## src/rtl/turn_sequencer.sv

```systemverilog
// rtl/turn_sequencer.sv - checkers turn controller between cursor front end, move generator and board
//
// Purpose: turns debounced select pulses into a source pick and a destination pick,
// requests legal-move scans, commits moves over a req/ack handshake, follows multi-jump
// chains, alternates turns and latches the sticky win result.
//
// Optional feature macro: TURN_TIMEOUT_EN (per-turn time limit of TURN_CYCLES clocks).
//
// Ports:
//   clk           system clock (25 MHz)
//   rst           synchronous, active-high reset
//   sel_pulse     one-cycle debounced select event
//   cursor_loc    current cursor square (row*8 + col)
//   sq_owner      owner of cursor_loc: 00 empty, 01 red, 10 white
//   gen_start     one-cycle scan request
//   gen_mode      0 = single-source scan, 1 = whole-side scan
//   gen_src       source square for a single-source scan
//   gen_jump_only restrict the scan to captures
//   gen_done      one-cycle scan complete
//   gen_mask      legal destinations, valid with gen_done
//   gen_any       at least one legal move exists, valid with gen_done
//   gen_jump      at least one capture exists, valid with gen_done
//   mv_req        move commit request (level)
//   mv_src        move source, stable while mv_req is high
//   mv_dst        move destination, stable while mv_req is high
//   mv_ack        board applied the move (one cycle)
//   turn          1 = red, 0 = white
//   select_loc    locked source square
//   sel_valid     select_loc is meaningful
//   legal_mask    registered legal-destination overlay
//   red_win       sticky red win flag
//   white_win     sticky white win flag

module turn_sequencer #(
   parameter int SQ_W   = 6,
   parameter int MASK_W = 64
`ifdef TURN_TIMEOUT_EN
   ,
   parameter logic [31:0] TURN_CYCLES = 32'd750_000_000
`endif
) (
   input  logic              clk,
   input  logic              rst,
   input  logic              sel_pulse,
   input  logic [SQ_W-1:0]   cursor_loc,
   input  logic [1:0]        sq_owner,
   output logic              gen_start,
   output logic              gen_mode,
   output logic [SQ_W-1:0]   gen_src,
   output logic              gen_jump_only,
   input  logic              gen_done,
   input  logic [MASK_W-1:0] gen_mask,
   input  logic              gen_any,
   input  logic              gen_jump,
   output logic              mv_req,
   output logic [SQ_W-1:0]   mv_src,
   output logic [SQ_W-1:0]   mv_dst,
   input  logic              mv_ack,
   output logic              turn,
   output logic [SQ_W-1:0]   select_loc,
   output logic              sel_valid,
   output logic [MASK_W-1:0] legal_mask,
   output logic              red_win,
   output logic              white_win
);

   localparam int ROW_W = SQ_W - 3;

   typedef enum logic [2:0] {
      ST_SCAN     = 3'd0,
      ST_PICK_SRC = 3'd1,
      ST_GEN_SRC  = 3'd2,
      ST_PICK_DST = 3'd3,
      ST_COMMIT   = 3'd4,
      ST_SWITCH   = 3'd5,
      ST_OVER     = 3'd6
   } state_t;

   state_t state;
   logic   forced;
   logic   chain;
   logic   issued;   // scan request for the current SCAN/GEN_SRC visit already sent

   logic [1:0]       own_code;
   logic [ROW_W-1:0] src_row;
   logic [ROW_W-1:0] dst_row;
   logic [ROW_W-1:0] row_diff_fwd;
   logic [ROW_W-1:0] row_diff_bwd;
   logic             capture;
   logic             own_pick;

   always_comb begin
      own_code     = turn ? 2'b01 : 2'b10;
      own_pick     = sel_pulse && (sq_owner == own_code);
      src_row      = mv_src[SQ_W-1:3];
      dst_row      = mv_dst[SQ_W-1:3];
      row_diff_fwd = src_row - dst_row;
      row_diff_bwd = dst_row - src_row;
      // a capture jumps over exactly one row, in either direction (kings move both ways)
      capture      = (row_diff_fwd == ROW_W'(2)) || (row_diff_bwd == ROW_W'(2));
   end

`ifdef TURN_TIMEOUT_EN
   logic [31:0] turn_cnt;
   logic        timeout;

   assign timeout = (turn_cnt == TURN_CYCLES - 32'd1);

   always_ff @(posedge clk) begin
      if (rst || state == ST_SWITCH) begin
         turn_cnt <= 32'd0;
      end else if (state == ST_PICK_SRC || state == ST_GEN_SRC || state == ST_PICK_DST) begin
         turn_cnt <= turn_cnt + 32'd1;
      end
   end
`endif

   always_ff @(posedge clk) begin
      if (rst) begin
         state         <= ST_SCAN;
         turn          <= 1'b1;
         gen_start     <= 1'b0;
         gen_mode      <= 1'b1;
         gen_src       <= '0;
         gen_jump_only <= 1'b0;
         mv_req        <= 1'b0;
         mv_src        <= '0;
         mv_dst        <= '0;
         select_loc    <= '0;
         sel_valid     <= 1'b0;
         legal_mask    <= '0;
         red_win       <= 1'b0;
         white_win     <= 1'b0;
         forced        <= 1'b0;
         chain         <= 1'b0;
         issued        <= 1'b0;
      end else begin
         gen_start <= 1'b0;
         case (state)
            ST_SCAN: begin
               if (!issued) begin
                  gen_start     <= 1'b1;
                  gen_mode      <= 1'b1;
                  gen_jump_only <= 1'b0;
                  issued        <= 1'b1;
               end else if (gen_done) begin
                  if (!gen_any) begin
                     // side to move is blocked: opponent wins
                     if (turn) white_win <= 1'b1;
                     else      red_win   <= 1'b1;
                     state <= ST_OVER;
                  end else begin
                     forced <= gen_jump;
                     state  <= ST_PICK_SRC;
                  end
               end
            end

            ST_PICK_SRC: begin
`ifdef TURN_TIMEOUT_EN
               if (timeout && !chain) begin
                  if (turn) white_win <= 1'b1;
                  else      red_win   <= 1'b1;
                  state <= ST_OVER;
               end else if (timeout) begin
                  state <= ST_SWITCH;
               end else
`endif
               if (own_pick) begin
                  select_loc <= cursor_loc;
                  sel_valid  <= 1'b1;
                  issued     <= 1'b0;
                  state      <= ST_GEN_SRC;
               end
            end

            ST_GEN_SRC: begin
               if (!issued) begin
                  gen_start     <= 1'b1;
                  gen_mode      <= 1'b0;
                  gen_src       <= select_loc;
                  gen_jump_only <= forced | chain;
                  issued        <= 1'b1;
               end else if (gen_done) begin
                  if (gen_mask == '0) begin
                     if (chain) begin
                        state <= ST_SWITCH;
                     end else begin
                        sel_valid <= 1'b0;
                        state     <= ST_PICK_SRC;
                     end
                  end else begin
                     legal_mask <= gen_mask;
                     state      <= ST_PICK_DST;
                  end
               end
            end

            ST_PICK_DST: begin
`ifdef TURN_TIMEOUT_EN
               if (timeout && !chain) begin
                  if (turn) white_win <= 1'b1;
                  else      red_win   <= 1'b1;
                  state <= ST_OVER;
               end else if (timeout) begin
                  state <= ST_SWITCH;
               end else
`endif
               if (sel_pulse) begin
                  if (cursor_loc == select_loc && !chain) begin
                     sel_valid  <= 1'b0;
                     legal_mask <= '0;
                     state      <= ST_PICK_SRC;
                  end else if (legal_mask[cursor_loc]) begin
                     mv_src <= select_loc;
                     mv_dst <= cursor_loc;
                     mv_req <= 1'b1;
                     state  <= ST_COMMIT;
                  end
               end
            end

            ST_COMMIT: begin
               if (mv_ack) begin
                  mv_req <= 1'b0;
                  if (capture) begin
                     // continuation: the jumping piece must keep capturing if it can
                     chain      <= 1'b1;
                     select_loc <= mv_dst;
                     issued     <= 1'b0;
                     state      <= ST_GEN_SRC;
                  end else begin
                     state <= ST_SWITCH;
                  end
               end
            end

            ST_SWITCH: begin
               turn       <= ~turn;
               chain      <= 1'b0;
               sel_valid  <= 1'b0;
               legal_mask <= '0;
               issued     <= 1'b0;
               state      <= ST_SCAN;
            end

            ST_OVER: begin
               state <= ST_OVER;
            end

            default: begin
               state <= ST_SCAN;
            end
         endcase
      end
   end

endmodule

```

## config.mk

```make
export PLATFORM = sky130hd
export DESIGN_NAME = turn_sequencer
export DESIGN_NICKNAME = d
export VERILOG_FILES = /design/src/rtl/turn_sequencer.sv
export SDC_FILE = /design/constraint.sdc
export NUM_CORES = 1
export LEC_CHECK = 0
export CAP_MARGIN = 20
export CORE_MARGIN = 2
export CORE_UTILIZATION = 46
export CTS_CLUSTER_DIAMETER = 60
export CTS_CLUSTER_SIZE = 28
export DETAILED_ROUTE_END_ITERATION = 6
export PLACE_DENSITY = 0.81
export SYNTH_ARGS = -nofsm -noshare
export SYNTH_HDL_FRONTEND = slang
export SYNTH_SLANG_ARGS = --single-unit
```

## constraint.sdc

```tcl
create_clock -name clk -period 2.8 [get_ports clk]
set_input_delay 0.56 -clock clk [delete_from_list [all_inputs] [get_ports clk]]
set_output_delay 0.56 -clock clk [all_outputs]
set_load 0.005 [all_outputs]
```

# Yosys cells after proc, flatten, opt, wreduce, memory -nomap -nowiden
# Cells that the tools add are included.
totals:
  ff_bits: 102
  out_inout_bits: 96
  wordCells: 134
classes:
  addsub: 2
  order_cmp: 1
  n_eq_ne: 27
  muxes: 53
  bitwise_logic: 6
  n_reduce_logical: 28
op_table:
  columns: ["op", "count"]
  rows:
  - ["$mux W64", 5]
  - ["$pmux W64 S3", 1]
  - ["$logic_not A64 Y1", 1]
  - ["$mux W3", 13]
  - ["$ne A2 B2 Y1 const B", 16]
  - ["$mux W1", 21]
  - ["$mux W6", 3]
  - ["$pmux W3 S6", 1]
  - ["$reduce_and A4 Y1", 4]
  - ["$reduce_and A8 Y1", 2]
  - ["$reduce_and A5 Y1", 3]
  - ["$eq A3 B2 Y1 const B", 4]
  - ["$pmux W6 S2", 1]
  - ["$eq A3 B3 Y1 const B", 3]
  - ["$pmux W1 S2", 4]
  - ["$pmux W1 S4", 2]
  - ["$reduce_bool A2 Y1", 4]
  - ["$reduce_bool A4 Y1", 2]
  - ["$lt A6 B7 Y1 const B", 1]
  - ["$bmux W1 S6", 1]
  - ["$eq A6 B6 Y1", 1]
  - ["$reduce_and A3 Y1", 2]
  - ["$reduce_and A6 Y1", 1]
  - ["$sub A3 B3 Y3", 2]
  - ["13 further kinds", 19]

# Depth between registers and ports, before layout
# Gate-level depths: netlist (run 1).
logic_depth:
  depth_word: 6
  depth_mapped: 9

# Worst setup path after synthesis (run 1)
# OpenSTA, ideal clock, no wires.
synth_timing:
  path_kind: "input to register"
  from: "input port cursor_loc[0]"
  to: "register mv_req"
  setup_time_ns: 0.115
  t_arrival_ns: 2.226
  t_required_ns: 2.685
  path_slack_ns: 0.460
  path_stages: 8
  path_buffers: 2
  path_cell_list: "buf_6 mux4_2 mux2_2 a221o_1 nand3_2 a21oi_2 buf_6 o21a_1"
synth_via:
  elab_chain_len: 4
synth_rtl:
  columns: ["item", "line_no", "source"]
  rows:
  - ["start, declared", "45", "input logic [SQ_W-1:0] cursor_loc,"]
  - ["$bmux W1 S6 or $eq A6 B6 Y1 (tied branches)", "214, 210", null]
  - ["$mux W1 (implied by the code) or $logic_and A1 B1 Y1 (tied branches)", "214, 210", null]
  - ["$ne A2 B2 Y1 (no source line)", null, null]
  - ["$reduce_and A5 Y1 (no source line) *", null, null]
  - ["end signal, assigned", "126", "mv_req <= 1'b0;"]
  - ["end signal, assigned", "217", "mv_req <= 1'b1;"]
  - ["end signal, assigned", "225", "mv_req <= 1'b0;"]
  - ["end, declared", "55", "output logic mv_req,"]
# Mark *: on every way between the ends. The rest lies on a longest branch, timed or not. The select of a mux whose other input is x is not followed.
# A chain may end at the register's enable or synchronous reset.

# Worst setup path in the final report (run 1)
layout_timing:
  from: "input port cursor_loc[2]"
  to: "register legal_mask[48]"
layout_via:
  elab_chain_len: 4
layout_rtl:
  columns: ["item", "line_no", "source"]
  rows:
  - ["$eq A6 B6 Y1", "210", "if (cursor_loc == select_loc && !chain) begin"]
  - ["$logic_and A1 B1 Y1", "210", null]
  - ["$ne A2 B2 Y1 (no source line)", null, null]
  - ["$reduce_and A6 Y1 (no source line)", null, null]
  - ["end signal, assigned", "193", "legal_mask <= gen_mask;"]
  - ["end, declared", "62", "output logic [MASK_W-1:0] legal_mask,"]
# No other way between the ends.

==> impl_results.md, run 1 <==
- Slowest-stage cell, CP: clkdlybuf4s50_1
- Fin crit share: 0.9581
- Post-synth top flop: dfxtp_1
- Worst skew pair latency: 370 ps
- Clk sinks: a little over 100
- WP data required: a little over 3000 ps
- CTS Hold Bufs: 0
- Wire per inst: around 17 um
- Syn Area/Cell: just under 9 sq um
- Post-Syn Nets: about 670
- Die W: 109.9 um
- N_diodes: 0
- CTS tree: built
- Vias in the first global route: between 5,000 and 6,000
- Crit path top cell by count: buf_4
- Initial core utilization: 0.4740
- Share of layout cells above drive strength 1: 0.09351
- Placed Instance Area: 7211 sq um
- Mapped cell area: approximately 5200 sq um
- Setup TNS: 0 ps
- Vias per Instance: 5.680
- RSZ-0062 raised after global routing: no
- Number of port buffers: about 170
- Pint: approximately 3500 uW
- CTS root buf: clkbuf_8
- Synth top area share: 0.3956
- Peak Freq: approximately 370 MHz
- Num ports: approximately 180
- H-tree levels: 3
- Wirelength, routed: roughly 16 mm
- Routed Antenna Nets: 0
- Clk network pwr share: 0.165
- Post-detail-place hpwl: 11.92 mm
- First-pass detailed-route iteration total: 5
- Initial antenna violation count: 0
- Relative slew slack: 0.5469
- Max cap viols: 0
- Sequential Power Share: 0.391
- Bufs on Longest Clock Path: 2
- Ys async rst share: 0
- Post-Synthesis Cells: roughly 590
- RePlAce Congestion: a little over 0.9
- Die height: about 110 um
- IR drop worst, VDD: 481.0 uV
- Worst EP arrival: 2970 ps
- Switching Fraction: 0.3628
- Max incr delay on CP: 400 ps
- Final Setup Violations: 0
- Worst Skew: 24.27 ps
- Area leader, netlist: dfxtp_1
- Post-synthesis register bit count: between 100 and 150
- Largest net degree at the start of global routing: 65
- Main area contributors after synthesis: dfxtp_1 (40%), mux2i_1 (17%), nand2_1 (13%)
- YS warnings: 0
- PwrDens: 735.1 nW/um^2
- DR DRC count: 0
- Worst path cell trace: clkdlybuf4s50_1 > buf_4 > buf_4 > xor2_1 > nor4_1 > nand4_1 > o211a_1 > o21bai_4 > buf_12 > clkbuf_16 > mux2i_1
- Area growth syn-to-layout: 44.97%
- Final hold violations: 0
- Register area share after synthesis: 0.3956
- Tightest Pin Transition: just under 700 ps
- CTS Buf Count: 9
- Power, Total: 5500 uW
- Run status: complete, no violations
- Pleak: slightly above 0.003 uW
- Number of fill cells: between 800 and 900
- Post-synth EDFFs: 0
- Max-slew violations: 0
- Synth unique cells: 50
- # nets final: between 800 and 900
- Gr usage total: 0.2592
- # rows: 38
- HP Class: register to register
- Clock transition at path regs: about 110 ps
- Initial drt markers: roughly 310
- Die area: between 10,000 and 15,000 sq um
- Startpoint Class: input port
- Core Region: ~11,000 sq um
- CP endpoint kind: register
- Critical path class: input port to register
- Switch Pwr: 1996 uW
- GRT overflow: 0
- Minimum clock period: between 2000 and 3000 ps
- First-pass GRT wire length: about 25 mm
- Combinational Power Share: 0.444
- Post-route cell area: ~7500 sq um
- Routed via count: between 5,000 and 6,000
- Max FO, Critical Path: 10
==> logic make-up (layout without fill, tap and decap cells) <==
group                    after synthesis  after routing  synth area share
AO/OA/AOI/OAI                         59             59           0.07709
XOR/XNOR                               9              9           0.01527
flip-flops                           102            102            0.3956
multiplexers                         101            101            0.2327
AND/OR/NAND/NOR                      260            260            0.2189
buffers and inverters                 52            236           0.05309
adder cells (fa/ha/maj)                3              3          0.007274
==> worst max-delay path: cells and delay by family <==
kind	cells	cell delay (ps)
XOR/XNOR	1	140
AO/OA/AOI/OAI	2	510
AND/OR/NAND/NOR	2	500
buffers and inverters	5	1070
multiplexers	1	180
==> metal layers <==
layer	global-route usage	vias to the layer above	part of all wire
met2	0.4575	269	0.49
met3	0.03912	33	0.078
met5	0	-	0
li1	-	2405	-
met4	0.08409	0	0.020
met1	0.3219	2462	0.41
==> per-stage QoR <==
step           instances  worst slack [ps]  hold WS (ps)    util
3_3_place_gp         892            -402.1         440.9  0.6623
6_report             910             117.2         462.2  0.6872
3_5_place_dp         892            -416.8         448.7  0.6623
5_1_grt              910             7.588         491.8  0.6872
4_1_cts              908             61.41         463.6  0.6804
2_1_floorplan        586             459.5         451.1       -
==> placed cells by master, fill, tap and decap left out, drive strengths merged, types with 6 or more instances in the layout <==
cell,Yosys,layout
nand2,183,183
clkdlybuf4s50,0,174
dfxtp,102,102
mux2i,87,87
buf,17,36
a21oi,20,20
nor4,19,19
nor2,18,18
mux4,13,13
inv,9,12
nand4,10,10
clkbuf,26,10
a31oi,7,7
o21ai,7,7
and2,6,6
==> repair_timing <==
item / 4_1_cts / 5_1_grt
pin swaps: 0 / 2
cloned: 0 / 1
resized for setup: 1 / 4
endpoints found under the setup margin: 32 / 39
setup buffers: 0 / 1
==> cells in the mapped netlist, drive strengths merged, types with 2 or more instances <==
| master | number |
|---|---|
| nand2 | 183 |
| dfxtp | 102 |
| mux2i | 87 |
| clkbuf | 26 |
| a21oi | 20 |
| nor4 | 19 |
| nor2 | 18 |
| buf | 17 |
| mux4 | 13 |
| nand4 | 10 |
| inv | 9 |
| a31oi | 7 |
| o21ai | 7 |
| and2 | 6 |
| a311oi | 5 |
| nand3 | 5 |
| xnor2 | 5 |
| nor2b | 4 |
| nor3 | 4 |
| xor2 | 4 |
| ha | 3 |
| nand3b | 3 |
| a211oi | 2 |
| a221oi | 2 |
| nand2b | 2 |
| o211a | 2 |
| o21bai | 2 |
| o22a | 2 |
| or2 | 2 |
| or3b | 2 |
==> worst paths after layout <==
path | end | slack (ps) | start | depth (start not counted)
max | legal_mask[48] | 120 | cursor_loc[2] | 11
min | gen_src[4] | 460 | gen_src[4] | 2
max reg2reg | legal_mask[48] | 580 | select_loc[3] | 8
min reg2reg | gen_src[4] | 460 | gen_src[4] | 2
==> power groups by stage <==
stage          Combinational (uW)  Clock [uW]  Sequential, uW
4_1_cts                      2330         919            2140
3_5_place_dp                 2320           0            2170
5_1_grt                      2610         974            2190
3_3_place_gp                 2260           0            2160
2_1_floorplan                1390           0            2020
6_report                     2440         908            2150
==> layout make-up <==
type	count	area (sq um)	share of cell area
Clock inverter	7	67.56	0.009030
Sequential cell	102	2042	0.2729
Clock buffer	9	123.9	0.01656
Multi-Input combinational cell	432	2903	0.3880
Timing Repair Buffer	211	2137	0.2856
Tap cell	140	175.2	0.02341
Inverter	9	33.78	0.004515
==> flip-flops by register name, indices dropped and copies added (netlist names), 3 cells and up <==
signal,flops
mv_src,6
mv_dst,6
gen_src,6
state,3
legal_mask,64
select_loc,6
Note: power is estimated with default switching activity, not from simulation.
==> run 2: changes to the inputs <==
--- a/config.mk
+++ b/config.mk
@@ -7,11 +7,11 @@
 export LEC_CHECK = 0
 export CAP_MARGIN = 20
 export CORE_MARGIN = 2
-export CORE_UTILIZATION = 46
+export CORE_UTILIZATION = 42
 export CTS_CLUSTER_DIAMETER = 60
-export CTS_CLUSTER_SIZE = 28
 export DETAILED_ROUTE_END_ITERATION = 6
-export PLACE_DENSITY = 0.81
+export PLACE_DENSITY = 0.78
+export RECOVER_POWER = 25
 export SYNTH_ARGS = -nofsm -noshare
 export SYNTH_HDL_FRONTEND = slang
 export SYNTH_SLANG_ARGS = --single-unit
==> constraint.sdc (replaced) <==
create_clock -name clk -period 2.3 [get_ports clk]
set_input_delay 0.46 -clock clk [delete_from_list [all_inputs] [get_ports clk]]
set_output_delay 0.46 -clock clk [all_outputs]
set_load 0.005 [all_outputs]
==> run 2 against run 1 <==
Compared with the run above: the flow now finishes with violations (design-rule violations, negative setup slack); count of clock-buffer cells in the layout is the same; critical path type unchanged; combinational power is 56% higher; worst hold slack got worse by 97 ps; final area up 10%; flip-flop and latch count stayed put; largest power group unchanged; routed wire length rose by 14%; worst setup slack worse by 120 ps; sequential power rose by 17%; first-iteration DRC count increased by 28%; via count is 6.0% higher; non-clock buffer count grew 54.
==> impl_results.md, run 2 (same netlist as run 1, synthesis figures left out) <==
- Minimum clock period: 2302 ps
- Setup slack after layout: -2.319 ps (-119.5 ps)
- Initial core utilization: 0.4297 (-0.04434)
- First-pass detailed-route iteration total: 7 (+2)
- Clock transition at path regs: 70 ps (-40 ps)
- Sequential Power Share: 0.321 (-0.070)
- # rows: 40 (+5.3%)
- N_diodes: 0 (unchanged)
- Max-slew violations: 0 (unchanged)
- Die height: 114.9 um (+4.5%)
- H-tree levels: 3 (unchanged)
- Critical path class: input port to register
- Peak Freq: 434.3 MHz
- CTS Buf Count: 9 (unchanged)
- Reg2Reg Depth: 9 (+1)
- Fin cells: 969 (+6.5%)
- Wire per inst: 18.57 um (+6.6%)
- CTS root buf: clkbuf_16
- Core Region: 12,010 sq um (+10%)
- Placed cell count: 929 (+4.1%)
- Routed Antenna Nets: 0 (unchanged)
- Most Crowded Layer GR: met2
- Setup TNS: -2.319 ps (-2.319 ps)
- Combinational Power Share: 0.485 (+0.041)
- Area growth syn-to-layout: 59.81%
- Num ports: 175 (unchanged)
- Routed via count: 5,478 (+6.0%)
- Number of fill cells: 881 (+5.5%)
- PwrDens: 952.7 nW/um^2 (+30%)
- HP Class: input port to register
- Max cap viols: 0 (unchanged)
- CTS tree: built
- Share of layout cells above drive strength 1: 0.1886 (+0.09506)
- Worst skew pair latency: 350 ps (-20 ps)
- Largest net degree at the start of global routing: 65 (unchanged)
- Initial antenna violation count: 0 (unchanged)
- IR drop worst, VDD: 472.2 uV (-1.8%)
- WP data required: 2570 ps (-520 ps)
- Top reg by flops: legal_mask
- Relative slew slack: 0.3022 (-0.2446)
- Switching Fraction: 0.3417 (-0.02111)
- Hold_ws: 365.2 ps (-97.00 ps)
- DR DRC count: 4 (+4)
- Initial drt markers: 398 (+28%)
- Pleak: 0.003731 uW (+20%)
- Fin crit share: 1.001
- Bufs on Longest Clock Path: 2 (unchanged)
- Startpoint Class: input port
- Vias per Instance: 5.653 (-0.47%)
- Post-detail-place hpwl: 12.17 mm (+2.1%)
- Clk network pwr share: 0.194 (+0.029)
- Worst Skew: 9.264 ps (-15.01 ps)
- Number of port buffers: 174 (unchanged)
- GR Util met1: 0.3149 (-0.007003)
- Gr usage total: 0.2625 (+0.003351)
- RePlAce Congestion: 0.9391 (+3.1%)
- Hold Path Stages: 3 (+1)
- Failing checks: design-rule violations, negative setup slack
- Tightest Pin Transition: 1047 ps (+367.9 ps)
- GRT overflow: 0 (unchanged)
- # nets final: 901 (+6.4%)
- Max FFs per register: 64 (unchanged)
- CP endpoint kind: register
- Final Setup Violations: 1 (+1)
- Die W: 114.9 um (+4.5%)
- Most frequent cells in the layout: nand2_1 (183), dfxtp_1 (102), mux2i_1 (86)
- Met2 GRT Util: 0.4745 (+0.01702)
- Pint: 5173 uW (+48%)
- Clk sinks: 102 (unchanged)
- Die area: 13,190 sq um (+9.2%)
- Switch Pwr: 2685 uW (+35%)
- Run status: finished, violations left
- Most common cell after layout, fill and taps aside: nand2_1
- Met3 Track Usage GR: 0.04375 (+0.004631)
- Worst EP arrival: 2570 ps (-400 ps)
- First-pass GRT wire length: 27.56 mm (+12%)
- Max FO, Critical Path: 13 (+3)
- Vias in the first global route: 5,404 (+6.5%)
- CTS Hold Bufs: 0 (unchanged)
- Final hold violations: 0 (unchanged)
- Wirelength, routed: 17.99 mm (+14%)
[run 2: changes by cell type in the layout (fill, tap and decap cells not counted), moves of 9 or more]
| cell | delta |
|---|---|
| clkbuf_2 | +12 |
| clkbuf_16 | +10 |
| clkdlybuf4s15_1 | +14 |
| nor4_2 | +10 |
| buf_12 | +9 |
| nor4_1 | -13 |
| buf_4 | +37 |
| dlygate4sd2_1 | +38 |
| clkbuf_8 | -9 |
| dlygate4sd3_1 | +44 |
| clkdlybuf4s50_1 | -113 |
[run 2: through the flow]
stage | power, uW | instance area (sq um) | util | setup slack [ps]
final | 7858 | 8248 | 0.6867 | -2.319
after global routing | 8203 | 8248 | 0.6867 | -141.9
after CTS | 7821 | 8145 | 0.6781 | 1.878
after detailed placement | 5520 | 7445 | 0.6198 | -941.1
after global placement | 5415 | 7445 | 0.6198 | -806.3
after floorplan | 4149 | 5161 | - | 59.51
[run 2: cell type report]
class	instances	area [sq um]	area share
clock buffer	9	225.2	0.02731
clock inverter	5	60.06	0.007282
inverter	9	33.78	0.004096
multi-input combinational	432	3032	0.3676
sequential	102	2042	0.2476
tap	147	183.9	0.02230
timing repair buffer	265	2671	0.3239
[run 2: per-layer routing]
layer  wire (um)  up-vias
li1            -     2514
met1        7108     2655
met2        9148      267
met3        1158       42
met4         578        0
met5           0        -
[run 2: power groups by stage]
| stage | Combinational (uW) | Sequential, uW | Clock [uW] |
|---|---|---|---|
| after global routing | 4030 | 2570 | 1600 |
| final | 3810 | 2520 | 1520 |
| after detailed placement | 2970 | 2550 | 0 |
| after floorplan | 1690 | 2460 | 0 |
| after global placement | 2880 | 2540 | 0 |
| after CTS | 3780 | 2520 | 1520 |
[run 2: worst max-delay path: stages]
cell and delay [ps]:
dlygate4sd2_1 250, nor4_1 330, nand4_1 210, nor4_2 290, buf_4 180, a211oi_4 70, o21bai_4 150, buf_12 150
buf_4 120, buf_12 140, mux2i_1 220
[run 2: final timing paths]
path	start	to	slack, ps
setup / recovery	gen_mask[20]	legal_mask[36]	-2
hold / removal	gen_mask[0]	legal_mask[0]	370
setup reg to reg	select_loc[5]	legal_mask[62]	100
hold reg to reg	gen_src[4]	gen_src[4]	450
[run 2: timing repair]
item                       in CTS  in global routing
buffers inserted               16                  4
setup endpoints to repair      81                 82
pin swaps                      28                 25
gates resized for setup       103                 59
cloned                          6                  2
==> run 3: changes to the inputs <==
--- a/config.mk
+++ b/config.mk
@@ -7,11 +7,13 @@
 export LEC_CHECK = 0
 export CAP_MARGIN = 20
 export CORE_MARGIN = 2
-export CORE_UTILIZATION = 42
+export CORE_UTILIZATION = 43
+export CTS_BUF_LIST = sky130_fd_sc_hd__clkbuf_8
 export CTS_CLUSTER_DIAMETER = 60
 export DETAILED_ROUTE_END_ITERATION = 6
-export PLACE_DENSITY = 0.78
+export PLACE_DENSITY = 0.79
 export RECOVER_POWER = 25
+export SKIP_CTS_REPAIR_TIMING = 1
 export SYNTH_ARGS = -nofsm -noshare
 export SYNTH_HDL_FRONTEND = slang
 export SYNTH_SLANG_ARGS = --single-unit
==> run 3 against run 2 <==
Compared with the run above: highest routed layer unchanged; via count rose by 0.57%; global-route usage fell by 1.7 points; clock power fell by 21%; first-iteration DRC count rose by 8.0%; core utilization rose by 1.7 points; combinational power fell by 4%; critical endpoint is now legal_mask[39]; die area fell by 2.3%; non-clock buffer count fell by 1; flip-flop and latch count did not move; final area rose by 1.3%; the run ends with negative setup slack left; routed wire length rose by 2.4%; worst hold slack improved by 8.4 ps.
==> impl_results.md, run 3 (same netlist as run 1, synthesis figures left out) <==
- Initial antenna violation count: 0 (unchanged)
- Routed Antenna Nets: 0 (unchanged)
- Number of port buffers: 174 (unchanged)
- Initial core utilization: 0.4351 (+0.005439)
- Power, Total: 7433 uW (-5.4%)
- Max-slew violations: 0 (unchanged)
- Final Setup Violations: 8 (+7)
- CP endpoint kind: register
- Wirelength, routed: 18.42 mm (+2.4%)
- WP data required: 2600 ps (+30 ps)
- Post-detail-place hpwl: 11.99 mm (-1.5%)
- CTS root buf: clkbuf_8
- Most frequent cells in the layout: nand2_1 (183), dfxtp_1 (102), mux2i_1 (85)
- Worst path cell trace: clkdlybuf4s50_1 > xor2_1 > nor4_1 > nand4_1 > o211a_1 > o21bai_4 > buf_12 > clkbuf_16 > mux2i_1
- FF+latch area: 2042 sq um (unchanged)
- CTS Buf Count: 9 (unchanged)
- Max cap viols: 0 (unchanged)
- # rows: 40 (unchanged)
- Buf/Inv on CP: 3 (-2)
- Max incr delay on CP: 460 ps (+130 ps)
- Die area: 12,890 sq um (-2.3%)
- Setup TNS: -112.8 ps (-110.5 ps)
- Tightest Pin Transition: 968.1 ps (-78.52 ps)
- Share of layout cells above drive strength 1: 0.1760 (-0.01259)
- Vias in the first global route: 5,121 (-5.2%)
- RSZ-0062 raised after global routing: yes
- Largest net degree at the start of global routing: 65 (unchanged)
- Initial drt markers: 430 (+8.0%)
- Run status: finished, violations left
- Number of fill cells: 812 (-7.8%)
- PwrDens: 890.0 nW/um^2 (-6.6%)
- Register-to-register setup slack: 80 ps (-20 ps)
- IR drop worst, VDD: 491.5 uV (+4.1%)
- CP top delay family: buffers and inverters
- Clk sinks: 102 (unchanged)
- Wire per inst: 18.97 um (+2.2%)
- First-pass GRT wire length: 25.51 mm (-7.4%)
- Slowest-stage cell, CP: clkdlybuf4s50_1
- Top reg by flops: legal_mask
- CTS tree: built
- Worst Skew: 13.52 ps (+4.260 ps)
- RePlAce Congestion: 0.8719 (-7.2%)
- Relative slew slack: 0.3546 (+0.05235)
- Startpoint Class: input port
- Num ports: 175 (unchanged)
- Critical path class: input port to register
- Vias per Instance: 5.674 (+0.36%)
- Clock transition at path regs: 110 ps (+40 ps)
- HP Class: input port to register
- Routed via count: 5,509 (+0.57%)
- Worst EP arrival: 2640 ps (+70 ps)
- Fin crit share: 1.016 (+0.01512)
- Core Region: 11,860 sq um (-1.2%)
- H-tree levels: 3 (unchanged)
- Setup slack after layout: -37.09 ps (-34.77 ps)
- DR DRC count: 0 (-4)
- Minimum clock period: 2337 ps (+34.77 ps)
- Bufs on Longest Clock Path: 2 (unchanged)
- N_diodes: 0 (unchanged)
- First-pass detailed-route iteration total: 5 (-2)
- Gr usage total: 0.2453 (-0.01722)
- Die W: 113.6 um (-1.1%)
- Max FFs per register: 64 (unchanged)
- Post-route cell area: 8352 sq um (+1.3%)
- Peak Freq: 427.9 MHz (-1.5%)
- # nets final: 901 (unchanged)
- GRT overflow: 0 (unchanged)
- Pre-CTS WS: -916.0 ps (+25.10 ps)
- Failing checks: negative setup slack
- Most common cell after layout, fill and taps aside: nand2_1
- Hold_ws: 373.6 ps (+8.367 ps)
- Worst skew pair latency: 380 ps (+30 ps)
- Placed Instance Area: 7442 sq um (about the same)
- Die height: 113.6 um (-1.1%)
- Final hold violations: 0 (unchanged)
- Area of the multi-input gates: 3029 sq um (about the same)
- Max FO, Critical Path: 8 (-5)
- Pleak: 0.004173 uW (+12%)
- Area growth syn-to-layout: 61.82%
[run 3: changes by cell type in the layout (fill, tap and decap cells not counted), sizes merged, moves of 3 or more]
cell,delta
clkinv,+3
clkdlybuf4s15,-15
clkdlybuf4s50,+6
clkbuf,-6
dlygate4sd2,-38
buf,-8
dlygate4sd3,-5
dlymetal6s2s,+66
[run 3: per-layer routing]
metal / GRT usage / up-vias / share of wire
met5: 0 / - / 0
met4: 0.09350 / 0 / 0.037
met3: 0.03826 / 56 / 0.065
met2: 0.4291 / 273 / 0.50
met1: 0.3055 / 2665 / 0.40
li1: - / 2515 / -
[run 3: through the flow]
stage,instances,utilization
global placement,927,0.6274
floorplan,586,-
detailed placement,927,0.6274
CTS,943,0.6447
global route,971,0.7041
finish,971,0.7041
[run 3: area by class of cell]
type | instances | share of cell area
clock inverter | 7 | 0.009738
inverter | 9 | 0.004045
multi-input combinational | 433 | 0.3627
clock buffer | 9 | 0.01483
sequential | 102 | 0.2445
timing repair buffer | 264 | 0.3422
tap | 147 | 0.02202
[run 3: power breakdown]
| group | internal (uW) | switching (uW) |
|---|---|---|
| sequential | 2150 | 408 |
| combinational | 2080 | 1590 |
| clock | 519 | 683 |
[run 3: final timing paths]
| path | cells after the start | to | start |
|---|---|---|---|
| setup / recovery | 9 | legal_mask[39] | cursor_loc[5] |
| hold / removal | 3 | legal_mask[51] | gen_mask[51] |
| setup reg to reg | 8 | legal_mask[39] | select_loc[3] |
| hold reg to reg | 2 | gen_src[5] | gen_src[5] |
[run 3: worst min-delay path, delay by kind of cell]
kind,cells,cell delay [ps]
AND/OR/NAND/NOR,1,60
buffers and inverters,1,140
multiplexers,1,60
